--- config.mk ---
export PLATFORM = sky130hd
export DESIGN_NAME = nexus_work_loader
export DESIGN_NICKNAME = d
export VERILOG_FILES = /design/src/rtl/nexus_work_loader.sv
export SDC_FILE = /design/constraint.sdc
export NUM_CORES = 2
export LEC_CHECK = 0
export BUFFER_PORTS_ARGS = -buffer_cell sky130_fd_sc_hd__buf_2
export CAP_MARGIN = 20
export CORE_AREA = 2 2 722 724
export DETAILED_ROUTE_END_ITERATION = 8
export DIE_AREA = 0 0 724 726
export PLACE_DENSITY_LB_ADDON = 0.3
export SYNTH_ARGS = -nofsm -noshare
export SYNTH_HDL_FRONTEND = slang
export SYNTH_SLANG_ARGS = --single-unit
--- constraint.sdc ---
create_clock -name clk -period 3.1 [get_ports clk]
set_input_delay 0.465 -clock clk [delete_from_list [all_inputs] [get_ports clk]]
set_output_delay 0.465 -clock clk [all_outputs]
set_load 0.1 [all_outputs]
--- src/rtl/nexus_work_loader.sv ---
// Work-frame loader: assembles 56-word frames into a shadow buffer, then commits
// them to the hash core's work/nonce registers and pulses the core's reset.
module nexus_work_loader #(
    parameter int RSTCYCLES  = 2,
    parameter int FRAMEWORDS = 56
) (
    input  logic                           clk,
    input  logic                           nHashRst,
    input  logic [31:0]                    WordIn,
    input  logic                           WordValid,
    input  logic                           WordFirst,
    output logic                           WordReady,
    output logic [32*(FRAMEWORDS-2)-1:0]   WorkPkt,
    output logic [63:0]                    InNonce,
    output logic                           nCoreRst,
    output logic [7:0]                     WorkId,
    output logic                           FrameErr
);

    localparam int SHW  = 32 * FRAMEWORDS;
    localparam int PKTW = SHW - 64;
    localparam logic [5:0] LAST_IDX = 6'(FRAMEWORDS - 1);
    localparam logic [3:0] HOLD_LEN = 4'(RSTCYCLES);

    typedef enum logic {RX_IDLE, RX_LOAD} rx_state_t;

    rx_state_t         state_q;
    logic [5:0]        cnt_q;
    logic [SHW-1:0]    shadow_q;
    logic [PKTW-1:0]   work_pkt_q;
    logic [63:0]       in_nonce_q;
    logic [7:0]        work_id_q;
    logic              frame_err_q;
    logic              commit_q;
    logic              core_rst_n_q;
    logic [3:0]        hold_q;

    logic              accept;
    logic              wr_en;
    logic [5:0]        wr_idx;
    logic [7:0]        work_id_d;
    logic [3:0]        hold_d;

    // The core is only held off while a commit is in flight; before the first
    // commit nCoreRst is low but words are still accepted.
    assign WordReady = nHashRst & ~commit_q & (hold_q == 4'd0);
    assign accept    = WordValid & WordReady;
    assign wr_en     = accept & (WordFirst | (state_q == RX_LOAD));
    assign wr_idx    = WordFirst ? 6'd0 : cnt_q;
    assign work_id_d = work_id_q + 8'd1;
    assign hold_d    = hold_q - 4'd1;

    always_ff @(posedge clk or negedge nHashRst) begin
        if (!nHashRst) begin
            state_q      <= RX_IDLE;
            cnt_q        <= 6'd0;
            shadow_q     <= '0;
            work_pkt_q   <= '0;
            in_nonce_q   <= '0;
            work_id_q    <= 8'd0;
            frame_err_q  <= 1'b0;
            commit_q     <= 1'b0;
            core_rst_n_q <= 1'b0;
            hold_q       <= 4'd0;
        end else begin
            frame_err_q <= 1'b0;
            commit_q    <= 1'b0;

            if (wr_en) begin
                shadow_q[32*wr_idx +: 32] <= WordIn;
            end

            if (accept) begin
                case (state_q)
                    RX_IDLE: begin
                        if (WordFirst) begin
                            cnt_q   <= 6'd1;
                            state_q <= RX_LOAD;
                        end else begin
                            frame_err_q <= 1'b1;
                        end
                    end
                    RX_LOAD: begin
                        if (WordFirst) begin
                            frame_err_q <= 1'b1;
                            cnt_q       <= 6'd1;
                        end else if (cnt_q == LAST_IDX) begin
                            cnt_q    <= 6'd0;
                            state_q  <= RX_IDLE;
                            commit_q <= 1'b1;
                        end else begin
                            cnt_q <= cnt_q + 6'd1;
                        end
                    end
                    default: state_q <= RX_IDLE;
                endcase
            end

            // Word 55 lands in the shadow on the accept edge, so the copy waits one cycle.
            if (commit_q) begin
                work_pkt_q   <= shadow_q[PKTW-1:0];
                in_nonce_q   <= shadow_q[SHW-1:PKTW];
                work_id_q    <= work_id_d;
                core_rst_n_q <= 1'b0;
                hold_q       <= HOLD_LEN;
            end else if (hold_q != 4'd0) begin
                hold_q <= hold_d;
                if (hold_q == 4'd1) begin
                    core_rst_n_q <= 1'b1;
                end
            end
        end
    end

    assign WorkPkt  = work_pkt_q;
    assign InNonce  = in_nonce_q;
    assign WorkId   = work_id_q;
    assign FrameErr = frame_err_q;
    assign nCoreRst = core_rst_n_q;

endmodule

# --- Yosys cells after proc, flatten, opt, wreduce, memory -nomap -nowiden ---
# Cells that the tools add are included.
word_totals:
  regBits: 3606
  in_bits: 36
  wordCells: 54
classes:
  addsub: 4
  eq_ne: 3
  n_shift: 2
  mux: 22
  n_bitwise: 7
  reduce_logical: 6
ops:
  columns: ["cell", "count"]
  rows:
  - ["1792-bit bitwise mux", 1]
  - ["32-bit by 34-bit variable shift with 1792-bit output (first input constant)", 1]
  - ["32-bit by 34-bit indexed part select with 1792-bit output", 1]
  - ["11-bit negation with 34-bit output", 1]
  - ["6-bit 2-to-1 mux", 4]
  - ["1-bit 2-to-1 mux", 12]
  - ["6-bit case mux with 2 select lines", 1]
  - ["8-bit by 1-bit adder with 8-bit output (second input constant)", 1]
  - ["4-bit 2-to-1 mux", 2]
  - ["6-bit by 1-bit adder with 6-bit output (second input constant)", 1]
  - ["6-bit == test (second input constant)", 1]
  - ["1-bit AND", 4]
  - ["4-bit by 1-bit == test with 1-bit output (second input constant)", 1]
  - ["4-bit zero test", 1]
  - ["1-bit case mux with 2 select lines", 2]
  - ["2-bit AND reduction", 2]
  - ["2-bit nonzero test", 2]
  - ["4-bit nonzero test", 1]
  - ["4-bit by 1-bit subtractor with 4-bit output (second input constant)", 1]
  - ["2-bit inequality test (second input constant)", 1]
  - ["1-bit inverter", 2]
  - ["1-bit bitwise OR", 1]

# --- Logic depth before layout (Yosys ltp) ---
logic_depth:
  word_depth: 5
  ltp_mapped: 12
  ltp_nobuf: 8

# --- Worst setup path after synthesis ---
# No wires, ideal clock.
synth_timing:
  kind: "register -> output"
  start: "register hold_q[0]"
  end: "output WordReady"
  arrival_time_ns: 3.374
  setup_slack_ns: -0.739
  stages_incl_launch_ff: 6
  cell_sequence: "dfrtp_1 inv_1 ha_1 or3b_1 buf_2 nor3b_1"
synth_via:
  elab_chain_len: 2
synth_lines:
  columns: ["element", "line", "source"]
  rows:
  - ["start: declaration", "36", "logic [3:0] hold_q;"]
  - ["start signal: assignment", "107", "hold_q <= hold_d;"]
  - ["4-bit zero test", "46", "assign WordReady = nHashRst & ~commit_q & (hold_q == 4'd0);"]
  - ["1-bit AND", "46", null]
  - ["end: declaration", "12", "output logic WordReady,"]
# Every way passes these cells.

# --- Worst setup path after layout ---
layout_timing:
  start: "register hold_q[1]"
  end: "output WordReady"
# The elaborated chain is that of the path after synthesis.

==> out/results.ini <==
[die]
die_area_um2=526000
num_rows=265
start_util_pct=26.5
die_h_um=726
core_area_um2=519000
io_pins=1839
fp.dieW_um=724

[placement]
gp_congestion=0.814
dp.cells=17800
dpl.hpwl_um=422000
pre_cts_slack_ps=-618
dpl-instance-area_um2=162000
portBuffers=1838

[final_layout]
drive_gt1_share_pct=57.5
final_nets=11300
post-route-util_pct=34.0
stdcell_area_um2=176000
fillCellCount=51300
area_growth_pct=28.6
finalNonFillerCells=18600

[detailed_routing]
firstDrtPassIters=5
wl_per_cell_um=31.0
postRouteAntennaNets=0
num_vias=84400
wl_um=575000
drt_iter0_markers=5168
viasPerCell=4.54
drc=0

[power_and_ir_drop]
p_leak_nw=92.5
total_power_mw=104
peakVddDrop_v=0.000430
power_density_nw_per_um2=588

[setup_path]
worstSetupPathType=reg -> out
crit_arrival_ps=2600
critPathCaptureType=primary output
cp_max_fo=2
crit_family=simple AND/OR/NAND/NOR gates
crit_buf_inv=3
cp.required_ps=2630
startpoint_type=register
crit_slowest_cell=or3b_4
slowest_delay_ps=410
path_common_cell=buf_12
crit_path_cell_trace=inv_2, ha_4, or3b_4, buf_12, nor3b_4, buf_12

[global_route]
grt_usage_pct=21.1
grt_pass1_vias=85500
antenna_found_initial=91
grt_max_degree=165
grt_first_pass_wirelength_um=768000
overflow=0

[timing]
period_share_pct=98.8
holdWs_ps=70.3
tightest_slew_ps=1150
drv_slew=0
grt_setup_unrepaired=yes
fmax_ghz=0.327
slew-limit-headroom_pct=23.4
fin_setup_tns_ps=0
setup_violations=0
worst_slack_ps=37.9
hold_violations=0
fin_crit_ps=3060
clock_skew_ps=85.6

[synth]
syn_nets=8843
syn_area_um2=137000
synth_area_per_cell_um2=15.6
yosys_warnings=0
synth_edf_count=0
synth_seq_area_share_pct=65.7
synth_cell_type_count=51
synthFlopType=dfrtp_1
syn_inst=8799
synth_seq_cells=3606
async_reset_ff_share_pct=100

[cts]
cts_tree=yes
clock-sinks=3606
cts_buffer_depth=4
htreeDepth=5
clk-insertion-delay-late_ps=1020
ctsRootBufferMaster=clkbuf_16
numCtsBuffers=401
path_clk_slew_ps=60

[status]
status=completed

[run]
cap_viol_max_count=0

[worst_hold_path]
min_path_type=in -> reg

-- metal layers --
layer  global-route usage, %  vias to the layer above  part of all wire (%)
met5                       0                        -                0.0097
met4                    6.70                        8                   3.4
met3                    6.21                      673                   7.6
met2                    34.5                     2456                    48
met1                    26.8                    45300                    41
li1                        -                    35900                     -
-- cells by family (layout without fill, tap and decap cells) --
family,count (synthesis),in the layout,synth area share (%)
buffers and inverters,637,3437,1.88
AO/OA/AOI/OAI,307,307,1.32
flip-flops,3606,3606,65.7
XOR/XNOR,10,10,0.0638
AND/OR/NAND/NOR,774,774,2.62
other,0,40,0
multiplexers,3457,3457,28.3
adder cells (fa/ha/maj),8,8,0.0729
-- cell usage in the layout, fill, tap and decap left out, types with 82 or more instances in the layout --
master	instances
dfrtp_1	3604
buf_12	217
buf_4	554
nor2_1	275
o31ai_1	82
buf_2	1817
mux2_1	111
clkbuf_8	96
mux2_2	3255
nand2_1	202
clkbuf_16	417
and2_1	84
clkbuf_1	107
o21ai_0	178
-- synth_stat cells, types with 7 or more instances --
master    count  area, um^2
dfrtp_1    3606       90200
mux2_2     3282       37000
clkbuf_1    391        1470
nor2_1      324        1220
nand2_1     204         766
o21ai_0     189         946
buf_2       147         736
mux2_1      111        1250
o31ai_1      90         676
and2_1       83         519
inv_1        69         259
mux2i_1      64         641
nor3_1       57         285
buf_1        25        93.8
nor3_2       22         220
and3_1       18         113
nand3_1      13        65.1
or2_2        10        62.6
ha_1          8         100
or3_1         8        50.1
a21oi_1       7        35.0
xnor2_1       7        61.3
-- worst paths after layout --
kind                                     from              to  cells after the start  slack (ps)
worst max-delay path                hold_q[1]       WordReady                      6          40
worst min-delay path               WordIn[11]    shadow_q[11]                      2          70
worst max register to register       cnt_q[0]   shadow_q[920]                     13          50
worst min register to register  shadow_q[321]    WorkPkt[321]                      1         440
max in group asynchronous            nHashRst  shadow_q[1282]                      6        1310
min in group asynchronous            nHashRst  shadow_q[1760]                      4         370
-- final cells by class --
cell class | count | area [um^2] | area share, %
Sequential cell | 3606 | 90200 | 51.1
Multi-Input combinational cell | 4556 | 45300 | 25.7
Timing Repair Buffer | 2630 | 18400 | 10.4
Clock buffer | 605 | 11800 | 6.68
Tap cell | 6942 | 8690 | 4.92
Clock inverter | 132 | 1700 | 0.964
Inverter | 70 | 263 | 0.149
Antenna cell | 40 | 100 | 0.0567
-- sequential cells by signal, summed over array words and instances (netlist names) --
name / cells
commit_q: 1
shadow_q: 1792
state_q: 1
nCoreRst: 1
hold_q: 4
cnt_q: 6
WorkId: 8
FrameErr: 1
InNonce: 64
WorkPkt: 1728
-- report_power, final --
group	internal (mW)	switching, mW	total [mW]	leakage, nW
Sequential	47.5	0.208	47.7	50.0
Combinational	1.97	5.14	7.10	35.9
Clock	28.1	20.8	48.9	6.60
-- timing repair --
| item | 4_1_cts | 5_1_grt |
|---|---|---|
| buffers inserted | 13 | 9 |
| hold endpoints to repair | 165 | 0 |
| hold buffers | 11 | 0 |
| cloned | 4 | 14 |
| gates resized for setup | 32 | 66 |
| pin swaps | 8 | 12 |
| setup endpoints to repair | 497 | 660 |
Note: power is estimated with default switching activity, not from simulation.
